[config.mk]
export PLATFORM = sky130hd
export DESIGN_NAME = usbf_csr_fifo_port
export DESIGN_NICKNAME = d
export VERILOG_FILES = /design/src/rtl/usbf_csr_fifo_port.sv
export SDC_FILE = /design/constraint.sdc
export NUM_CORES = 1
export LEC_CHECK = 0
export ABC_AREA = 1
export BUFFER_PORTS_ARGS = -buffer_cell sky130_fd_sc_hd__buf_2
export CAP_MARGIN = 20
export CORE_AREA = 8 8 429 431
export CTS_CLUSTER_DIAMETER = 30
export CTS_CLUSTER_SIZE = 30
export DETAILED_ROUTE_END_ITERATION = 7
export DIE_AREA = 0 0 437 439
export SYNTH_ARGS = -nofsm -noshare
export SYNTH_HDL_FRONTEND = slang
export SYNTH_SLANG_ARGS = --single-unit
[constraint.sdc]
create_clock -name hclk_i -period 6.1 [get_ports hclk_i]
set_clock_uncertainty 0.1 [all_clocks]
set_input_delay 0.61 -clock hclk_i [delete_from_list [all_inputs] [get_ports hclk_i]]
set_output_delay 0.61 -clock hclk_i [all_outputs]
set_load 0.05 [all_outputs]
[src/rtl/usbf_csr_fifo_port.sv]
// usbf_csr_fifo_port
//   CSR-side data port for one USB endpoint. Decodes BIU write/read strobes
//   into three word registers (DATA, STAT, CTRL), owns a CPU->core TX FIFO and
//   a core->CPU RX FIFO, and keeps sticky overflow/underflow flags.
// Ports
//   hclk_i, hrstn_i          : clock, synchronous active-low reset
//   wt_en_i/rd_en_i/enable_i : BIU strobes; write wins when both accepted
//   addr_i, wdata_i          : byte address ([11:0] decoded), write data
//   rdata_o                  : registered read data, held until next read
//   wt_ready_o, rd_ready_o   : one-cycle completion pulses
//   tx_pop_i, tx_data_o      : core pops TX; show-ahead head word
//   tx_empty_o               : TX FIFO empty
//   rx_push_i, rx_data_i     : core pushes RX
//   rx_full_o                : RX FIFO full
module usbf_csr_fifo_port #(
  parameter int unsigned AW       = 4,
  parameter logic [11:0] DATA_OFS = 12'h100,
  parameter logic [11:0] STAT_OFS = 12'h104,
  parameter logic [11:0] CTRL_OFS = 12'h108
) (
  input  logic        hclk_i,
  input  logic        hrstn_i,
  input  logic        wt_en_i,
  input  logic        rd_en_i,
  input  logic        enable_i,
  input  logic [31:0] addr_i,
  input  logic [31:0] wdata_i,
  output logic [31:0] rdata_o,
  output logic        wt_ready_o,
  output logic        rd_ready_o,
  input  logic        tx_pop_i,
  output logic [31:0] tx_data_o,
  output logic        tx_empty_o,
  input  logic        rx_push_i,
  input  logic [31:0] rx_data_i,
  output logic        rx_full_o
);

  localparam int unsigned DEPTH    = 1 << AW;
  localparam logic [AW:0] FULL_LVL = (AW+1)'(DEPTH);

  logic [31:0]   r_tx_mem [DEPTH];
  logic [31:0]   r_rx_mem [DEPTH];
  logic [AW-1:0] r_tx_wp, r_tx_rp, r_rx_wp, r_rx_rp;
  logic [AW:0]   r_tx_level, r_rx_level;
  logic          r_tx_ovf, r_rx_udf, r_rx_ovf;

  logic [11:0] w_off;
  logic        w_wr_acc, w_rd_acc;
  logic        w_data_wr, w_ctrl_wr, w_data_rd, w_stat_rd;
  logic        w_tx_full, w_tx_empty, w_rx_full, w_rx_empty;
  logic        w_tx_push, w_tx_pop, w_rx_push, w_rx_pop;
  logic        w_tx_flush, w_rx_flush;
  logic        w_tx_ovf_set, w_rx_udf_set, w_rx_ovf_set;
  logic        w_tx_ovf_clr, w_rx_err_clr;
  logic [31:0] w_stat, w_rd_val;
  logic        w_unused_addr_hi;

  assign w_unused_addr_hi = &{1'b0, addr_i[31:12]};

  // Write has priority: a simultaneous read is dropped and never acknowledged.
  assign w_off     = addr_i[11:0];
  assign w_wr_acc  = wt_en_i & enable_i;
  assign w_rd_acc  = rd_en_i & enable_i & ~w_wr_acc;
  assign w_data_wr = w_wr_acc && (w_off == DATA_OFS);
  assign w_ctrl_wr = w_wr_acc && (w_off == CTRL_OFS);
  assign w_data_rd = w_rd_acc && (w_off == DATA_OFS);
  assign w_stat_rd = w_rd_acc && (w_off == STAT_OFS);

  assign w_tx_full  = (r_tx_level == FULL_LVL);
  assign w_tx_empty = (r_tx_level == '0);
  assign w_rx_full  = (r_rx_level == FULL_LVL);
  assign w_rx_empty = (r_rx_level == '0);

  assign w_tx_flush   = w_ctrl_wr & wdata_i[0];
  assign w_rx_flush   = w_ctrl_wr & wdata_i[1];
  assign w_tx_ovf_clr = w_ctrl_wr & wdata_i[2];
  assign w_rx_err_clr = w_ctrl_wr & wdata_i[3];

  assign w_tx_push = w_data_wr & ~w_tx_full;
  assign w_tx_pop  = tx_pop_i  & ~w_tx_empty;
  assign w_rx_push = rx_push_i & ~w_rx_full;
  assign w_rx_pop  = w_data_rd & ~w_rx_empty;

  // A flush on the same FIFO suppresses the error it would otherwise raise.
  assign w_tx_ovf_set = w_data_wr & w_tx_full & ~w_tx_flush;
  assign w_rx_udf_set = w_data_rd & w_rx_empty & ~w_rx_flush;
  assign w_rx_ovf_set = rx_push_i & w_rx_full & ~w_rx_flush;

  always_comb begin
    w_stat        = '0;
    w_stat[7:0]   = 8'(r_tx_level);
    w_stat[15:8]  = 8'(r_rx_level);
    w_stat[16]    = w_tx_full;
    w_stat[17]    = w_tx_empty;
    w_stat[18]    = w_rx_full;
    w_stat[19]    = w_rx_empty;
    w_stat[20]    = r_tx_ovf;
    w_stat[21]    = r_rx_udf;
    w_stat[22]    = r_rx_ovf;
  end

  always_comb begin
    w_rd_val = '0;
    if (w_data_rd && !w_rx_empty) w_rd_val = r_rx_mem[r_rx_rp];
    else if (w_stat_rd)           w_rd_val = w_stat;
  end

  // Storage arrays carry no reset; pointers/levels define validity.
  always_ff @(posedge hclk_i) begin
    if (w_tx_push) r_tx_mem[r_tx_wp] <= wdata_i;
    if (w_rx_push) r_rx_mem[r_rx_wp] <= rx_data_i;
  end

  always_ff @(posedge hclk_i) begin
    if (!hrstn_i) begin
      r_tx_wp    <= '0;
      r_tx_rp    <= '0;
      r_tx_level <= '0;
    end else if (w_tx_flush) begin
      r_tx_wp    <= '0;
      r_tx_rp    <= '0;
      r_tx_level <= '0;
    end else begin
      if (w_tx_push) r_tx_wp <= r_tx_wp + AW'(1);
      if (w_tx_pop)  r_tx_rp <= r_tx_rp + AW'(1);
      if (w_tx_push && !w_tx_pop)      r_tx_level <= r_tx_level + (AW+1)'(1);
      else if (!w_tx_push && w_tx_pop) r_tx_level <= r_tx_level - (AW+1)'(1);
    end
  end

  always_ff @(posedge hclk_i) begin
    if (!hrstn_i) begin
      r_rx_wp    <= '0;
      r_rx_rp    <= '0;
      r_rx_level <= '0;
    end else if (w_rx_flush) begin
      r_rx_wp    <= '0;
      r_rx_rp    <= '0;
      r_rx_level <= '0;
    end else begin
      if (w_rx_push) r_rx_wp <= r_rx_wp + AW'(1);
      if (w_rx_pop)  r_rx_rp <= r_rx_rp + AW'(1);
      if (w_rx_push && !w_rx_pop)      r_rx_level <= r_rx_level + (AW+1)'(1);
      else if (!w_rx_push && w_rx_pop) r_rx_level <= r_rx_level - (AW+1)'(1);
    end
  end

  // Sticky flags: a same-cycle set beats a CTRL clear.
  always_ff @(posedge hclk_i) begin
    if (!hrstn_i) begin
      r_tx_ovf <= 1'b0;
      r_rx_udf <= 1'b0;
      r_rx_ovf <= 1'b0;
    end else begin
      if (w_tx_ovf_set)      r_tx_ovf <= 1'b1;
      else if (w_tx_ovf_clr) r_tx_ovf <= 1'b0;
      if (w_rx_udf_set)      r_rx_udf <= 1'b1;
      else if (w_rx_err_clr) r_rx_udf <= 1'b0;
      if (w_rx_ovf_set)      r_rx_ovf <= 1'b1;
      else if (w_rx_err_clr) r_rx_ovf <= 1'b0;
    end
  end

  always_ff @(posedge hclk_i) begin
    if (!hrstn_i) begin
      rdata_o    <= '0;
      wt_ready_o <= 1'b0;
      rd_ready_o <= 1'b0;
    end else begin
      wt_ready_o <= w_wr_acc;
      rd_ready_o <= w_rd_acc;
      if (w_rd_acc) rdata_o <= w_rd_val;
    end
  end

  assign tx_empty_o = w_tx_empty;
  assign rx_full_o  = w_rx_full;
  assign tx_data_o  = w_tx_empty ? '0 : r_tx_mem[r_tx_rp];

endmodule

# Word-level counts from Yosys, hierarchy flattened
# Memory sizes are Yosys's and may differ from the RTL's. A register that Yosys moved wholly into a read port is not among the register bits.
# Index checks and enable logic that the tools add are counted.
[totals]
reg_bits = 63
mem_bits_rw = 1024
in_bits = 103
wordCells = 95
memories = 2
[op_classes]
add_sub_neg = 8
n_eq_ne = 5
n_mux = 20
bitwise = 25
reduce_logical = 23
[memory_table]
columns = ["memory", "depth", "word_bits", "read_ports", "rd_clocked_by_memory_dff", "write_ports", "line", "source"]
rows = [
  ["r_rx_mem", 16, 32, 1, 1, 1, "43", "logic [31:0] r_rx_mem [DEPTH];"],
  ["r_tx_mem", 16, 32, 1, 1, 1, "42", "logic [31:0] r_tx_mem [DEPTH];"],
]
[op_table]
columns = ["operator", "n"]
rows = [
  ["2-to-1 mux 32 bit", 2],
  ["equality test 12 x 9 -> 1 bit (second input constant)", 3],
  ["2-to-1 mux 23 bit", 1],
  ["2-to-1 mux 5 bit", 4],
  ["AND 1 bit", 17],
  ["adder 4 x 1 -> 4 bit (second input constant)", 4],
  ["2-to-1 mux 4 bit", 4],
  ["adder 5 x 1 -> 5 bit (second input constant)", 2],
  ["equality test 5 bit (second input constant)", 2],
  ["logical NOT 5 bit", 2],
  ["nonzero test 2 bit", 5],
  ["subtractor 5 x 1 -> 5 bit (second input constant)", 2],
  ["logical AND 1 bit", 9],
  ["2-to-1 mux 1 bit", 9],
  ["NOT 1 bit", 8],
  ["logical NOT 1 bit", 5],
  ["OR reduction 2 bit", 2],
]

# Depth between registers and ports, before layout
# Gate-level depths: netlist (run 1).
[depth]
ltp_word = 8
mapped_depth = 17
ltp_nobuf = 17

# Worst setup path before layout (run 1)
# Ideal clock, no wire load.
[synth_path]
path_kind = "in2reg"
startpoint = "in addr_i[0]"
endpoint = "mem r_tx_mem[10][0], enable pin"
arrival_ns = 3.648
required_time_ns = 5.539
slack_ns = 1.891
cell_stages = 8
cell_sequence = "inv_1 > nand2_1 > nor2_1 > nand2_2 > nor3_4 > nand2_2 > buf_6 > nor3_1"
[synth_via]
elab_chain_len = 5
[synth_lines]
columns = ["item", "line", "source"]
rows = [
  ["start: declaration", "26", "input logic [31:0] addr_i,"],
  ["equality test 12 x 9 -> 1 bit", "65", "assign w_data_wr = w_wr_acc && (w_off == DATA_OFS);"],
  ["logical AND 1 bit", "65", ""],
  ["AND 1 bit", "80", "assign w_tx_push = w_data_wr & ~w_tx_full;"],
  ["2-to-1 mux 1 bit", "111", "if (w_tx_push) r_tx_mem[r_tx_wp] <= wdata_i;"],
  ["2-to-1 mux 1 bit (not written as such)", "111", ""],
  ["end: declaration", "42", ""],
]
# Every way passes these cells.

==> flow_metrics.tcl, run 1 <==
set metrics [dict create \
    cp.arrival_ns 3.89 \
    synth_compound_area_share_pct 8.259 \
    cts_hold_buf 0 \
    htreeDepth 4 \
    synth_ff_type "edfxtp_1" \
    via_count 28420 \
    status "finished clean" \
    design_area_um2 54160 \
    core_area_um2 177300 \
    clock.fmax_mhz 217.4 \
    synthArstFlopShare_pct 0 \
    clk_latency_ns 0.78 \
    worst_pin_slew_ns 1.116 \
    root_buffer "clkbuf_16" \
    ys_types 44 \
    placementRows 155 \
    grt_pass1_vias 27820 \
    routed_wl_mm 124.0 \
    clockBufferDepth 3 \
    fillers 17710 \
    min_from "rx_push_i" \
    relSlewSlack_pct 25.46 \
    final_cells 6213 \
    synthAdderAreaFrac_pct 0.6021 \
    final_core_util_pct 30.55 \
    cts_setup_buffers 0 \
    synth_edf_count 1024 \
    die_area_um2 191800 \
    via_per_inst 4.575 \
    final_net_count 3808 \
    ys_ff_latch 1095 \
    path_max_fanout 177 \
    drtIter0Drc 2692 \
    hold_class "primary input to register" \
    end_kind "output pin" \
    synth_top_area_share_pct 69.80 \
    post-route-period-util_pct 75.40 \
    grt_max_degree 230 \
    synthMuxAreaShare_pct 0 \
    syn_nets 3626 \
    yosys_warnings 0 \
    r2r_cells 15 \
    yosysSeqAreaShare_pct 73.02 \
    synthCells 3503 \
    cts_made_buffers 197 \
    post_drt_wl_per_cell_um 19.96 \
    avgSynthCellArea_um2 12.58 \
    synth.most_common_cell "edfxtp_1" \
    detail-route-antenna-nets 0 \
    hpwl_mm 65.13 \
    worstPathCellList "inv_8 > buf_12 > nor2_1 > o221ai_1 > nand3_1 > a21oi_1 > buf_2" \
    synth.cells.most_frequent "edfxtp_1, nand2_1, nand3_1, nor2_1, o21ai_0" \
    grt_first_pass_wirelength_mm 181.8 \
    grt_overflow 0 \
    setup_tns_ns 0 \
    powerDensity_nw_per_um2 414.7 \
    cts_tree "yes" \
    hold_violations 0 \
    min_period_ns 4.600 \
    cts.sinks 1095 \
    rsz0062_at_grt "no" \
    synth_xor_area_share_pct 0.2386 \
    maxCapViolCount 0 \
    clkTransAtPathRegs_ns 0.05 \
    cts_resized 0 \
    first_pass_iters 8 \
    grt_antenna_before_repair 40 \
    min_delay_path_depth 3 \
    synth_top_area_cell "edfxtp_1" \
    start_util_pct 24.85 \
    synth_area_leaders "edfxtp_1, nand2_1, nand3_1" \
    final_layout_size_suffix_gt1_share_pct 15.66 \
    synth_top_family_by_area "simple AND/OR/NAND/NOR gates" \
    dp.cells 5841 \
    cp-start-kind "register" \
    drc 0 \
    cellLeakagePower_uw 0.01843 \
    syn-cell-area_um2 44050 \
    synth-simple-area-share_pct 14.72 \
    worst_path_largest_cell_delay_ns 0.86 \
    setup_violations 0 \
    portBuffers 150 \
    cpMaxStageDelayCell "inv_8" \
    path_class "register to output pin" \
    critical_path_required_ns 5.39 \
    maxSlewViolCount 0 \
    die_x_um 437 \
    worstReg2RegStart "r_tx_level[1]" \
    grt_usage_pct 12.42 \
    globalplace.congestion 0.7684 \
    ios 171 \
    die_height_um 439 \
    placed_cell_area_um2 47400 \
    syn_to_final_growth_pct 22.93 \
    peakVddDrop_mv 0.3267 \
]
## final cells by class
| cell class | instances | area [um2] | share of cell area (%) |
|---|---|---|---|
| clock buffers | 220 | 5089 | 9.396 |
| clock inverters | 144 | 1645 | 3.038 |
| diodes | 8 | 20.02 | 0.03697 |
| multi-input cells | 2112 | 10710 | 19.77 |
| repair buffers | 207 | 1266 | 2.338 |
| well taps | 2355 | 2947 | 5.441 |
| flip-flops and latches | 1095 | 32190 | 59.44 |
| inverters | 72 | 290.3 | 0.5360 |
## per-layer routing
layer  routed length [um]  GRT usage, %  up-vias
met2                61590         21.32     1032
met5                   68             0        -
li1                     -             -    13190
met4                 3987         4.435       10
met3                 7886         2.525      262
met1                50470         15.51    13930
## critical path, delay by kind of cell, from the launching register on
kind / cells / cell delay [ns]
AOI/OAI and AO/OA: 2 / 0.64
and+or+nand+nor: 2 / 0.17
DFF: 1 / 0.54
buffers and inverters: 3 / 1.62
## stage by stage
| step | hold slack [ns] | total power (uW) | worst slack, ns |
|---|---|---|---|
| 2_1_floorplan | 0.3388 | 10760 | 1.891 |
| 3_3_place_gp | 0.3509 | 11670 | 2.001 |
| 3_5_place_dp | 0.3532 | 11720 | 2.165 |
| 4_1_cts | 0.04858 | 22690 | 1.500 |
| 5_1_grt | 0.07403 | 23260 | 1.331 |
| 6_report | 0.09229 | 22460 | 1.500 |
## where the power goes
group          internal, uW  switching, uW
clock                  7170           3780
sequential             8320            117
combinational           773           2300
## logic make-up after synthesis
group | Yosys count
buf+inv | 296
simple gates | 1526
flops | 1095
fa+ha+maj | 20
xor+xnor | 12
compound gates | 554
## sequential cells by signal, indices dropped and copies added, names as in the netlist, named ones only
| name | flops |
|---|---|
| r_tx_rp | 4 |
| r_tx_ovf | 1 |
| r_rx_wp | 4 |
| rd_ready_o | 1 |
| r_tx_level | 5 |
| r_rx_mem | 512 |
| wt_ready_o | 1 |
| r_rx_rp | 4 |
| r_tx_wp | 4 |
| rdata_o | 32 |
| r_rx_udf | 1 |
| r_tx_mem | 512 |
| r_rx_level | 5 |
| r_rx_ovf | 1 |
## worst paths after layout
kind	endpoint	slack, ns
setup / recovery	tx_data_o[10]	1.50
hold / removal	r_rx_ovf	0.09
setup reg to reg	r_tx_level[3]	3.00
hold reg to reg	rdata_o[27]	0.36
## layout by cell type, fill, tap and decap left out, drive strengths merged
| cell | instances |
|---|---|
| o21ai | 167 |
| clkinv | 66 |
| clkbuf | 220 |
| dfxtp | 71 |
| nor3b | 1 |
| nor2 | 355 |
| edfxtp | 1024 |
| and3 | 2 |
| xor2 | 10 |
| a31oi | 2 |
| fa | 2 |
| nand2 | 663 |
| bufinv | 27 |
| a21o | 2 |
| diode | 8 |
| ha | 18 |
| xnor2 | 2 |
| o21bai | 128 |
| nand3 | 479 |
| or2 | 2 |
| o211ai | 36 |
| a21oi | 87 |
| a211oi | 2 |
| nor4 | 1 |
| o21a | 32 |
| buf | 207 |
| inv | 98 |
| nand4 | 6 |
| o22ai | 2 |
| o221ai | 96 |
| nor3 | 17 |
| clkinvlp | 25 |
(Power assumes the default switching activity.)
==> inputs of run 2 (changes only) <==
==> constraint.sdc (replaced) <==
create_clock -name hclk_i -period 4.1 [get_ports hclk_i]
set_clock_uncertainty 0.1 [all_clocks]
set_input_delay 0.41 -clock hclk_i [delete_from_list [all_inputs] [get_ports hclk_i]]
set_output_delay 0.41 -clock hclk_i [all_outputs]
set_load 0.05 [all_outputs]
==> flow_metrics.tcl, run 2 (synthesized netlist as in run 1, its figures left out) <==
set metrics [dict create \
    cts_tree "yes" \
    maxSlewViolCount 0 \
    drtIter0Drc 2517 \
    final_layout_size_suffix_gt1_share_pct 15.30 \
    dp.cells 5867 \
    min_period_ns 3.864 \
    hold_class "primary input to register" \
    final_net_count 3892 \
    multi_input_comb_area_um2 10710 \
    setup_tns_ns 0 \
    path_max_fanout 88 \
    post-route-period-util_pct 94.25 \
    grt_overflow 0 \
    status "finished clean" \
    peakVddDrop_mv 0.4049 \
    fillers 17700 \
    post_drt_wl_per_cell_um 19.53 \
    clk_latency_ns 0.77 \
    clockBufferDepth 3 \
    powerDensity_nw_per_um2 596.2 \
    critical_path_required_ns 3.59 \
    syn_to_final_growth_pct 24.34 \
    layout_common_cells "edfxtp_1, nand2_1, nand3_1" \
    die_height_um 439 \
    cts.sinks 1095 \
    cp-start-kind "register" \
    die_x_um 437 \
    globalplace.congestion 0.7513 \
    ios 171 \
    final_cells 6282 \
    rsz0062_at_grt "no" \
    via_per_inst 4.546 \
    hold_violations 0 \
    reg_top3 "r_rx_mem: 512 flops, r_tx_mem: 512 flops, rdata_o: 32 flops" \
    relSlewSlack_pct 27.37 \
    setup_violations 0 \
    grt_pass1_vias 28180 \
    placementRows 155 \
    drc 0 \
    cp.arrival_ns 3.35 \
    worstReg2RegStart "r_rx_level[0]" \
    die_area_um2 191800 \
    final_core_util_pct 30.90 \
    root_buffer "clkbuf_16" \
    cellLeakagePower_uw 0.01868 \
    hpwl_mm 65.69 \
    portBuffers 150 \
    final_common_cell "edfxtp_1" \
    r2r_slack_ns 1.25 \
    clkTransAtPathRegs_ns 0.06 \
    clock.fmax_mhz 258.8 \
    first_pass_iters 5 \
    maxCapViolCount 0 \
    grt_max_degree 143 \
    htreeDepth 4 \
    min_from "enable_i" \
    end_kind "output pin" \
    grt_usage_pct 12.27 \
    path_class "register to output pin" \
    grt_first_pass_wirelength_mm 180.0 \
    detail-route-antenna-nets 0 \
    grt_antenna_before_repair 26 \
    ff_latch_area_um2 32190 \
    start_util_pct 24.85 \
    worst_pin_slew_ns 1.089 \
    cts_made_buffers 181 \
    via_count 28560 \
    core_area_um2 177300 \
    routed_wl_mm 122.7 \
]
run 2: changes by cell type in the layout (fill, tap and decap cells not counted), sizes merged, moves of 4 or more:
cell / change
bufinv: -5
clkbuf: -14
dlygate4sd3: +73
clkinv: -7
buf: +27
inv: +4
clkinvlp: -7
run 2: path summary, 6_finish.rpt:
kind	end	cells after the start
setup / recovery	tx_data_o[15]	6
hold / removal	r_tx_ovf	5
setup reg to reg	r_rx_mem[10][25]	9
hold reg to reg	rdata_o[25]	2
run 2: worst max-delay path, cell delays in order (launching register included):
cell	delay, ns
dfxtp_4	0.92
buf_12	0.39
o21ai_0	0.16
o221ai_1	0.23
nand3_1	0.13
a21oi_1	0.34
buf_2	0.34
run 2: routing by layer:
layer | global-route usage [%] | part of all wire [%] | up-vias
met1 | 14.93 | 40 | 14020
met4 | 4.907 | 3.4 | 4
met3 | 2.241 | 6.2 | 230
li1 | - | - | 13350
met2 | 21.47 | 51 | 957
met5 | 0 | 0.018 | -
run 2: layout make-up:
type                    count  area share [%]
diodes                      6         0.02741
clock buffers             206           8.671
clock inverters           129           2.700
inverters                  72          0.5345
multi-input cells        2112           19.55
flip-flops and latches   1095           58.77
well taps                2355           5.379
repair buffers            307           4.372
run 2: report_power, final:
part | switching [uW] | internal, uW | total [uW]
Clock | 5500 | 9800 | 15300
Sequential | 171 | 12400 | 12500
Combinational | 3490 | 1340 | 4820
run 2: through the flow:
| stage | area [um2] | worst slack, ns | total power [uW] | hold WS (ns) |
|---|---|---|---|---|
| 4_1_cts | 54730 | 0.1261 | 32960 | 0.01614 |
| 2_1_floorplan | 44050 | 0.09111 | 16020 | 0.3388 |
| 5_1_grt | 54770 | 0.06238 | 33820 | 0.06894 |
| 3_5_place_dp | 47770 | 0.8102 | 17550 | 0.3568 |
| 6_report | 54780 | 0.2357 | 32660 | 0.05624 |
| 3_3_place_gp | 47770 | 0.8291 | 17470 | 0.3510 |
run 2: repair_timing:
action                     4_1_cts  5_1_grt
hold buffers                    73        0
setup endpoints to repair        0        1
hold endpoints to repair      1038        0
buffers inserted                 0        1
gates resized for setup          0        1
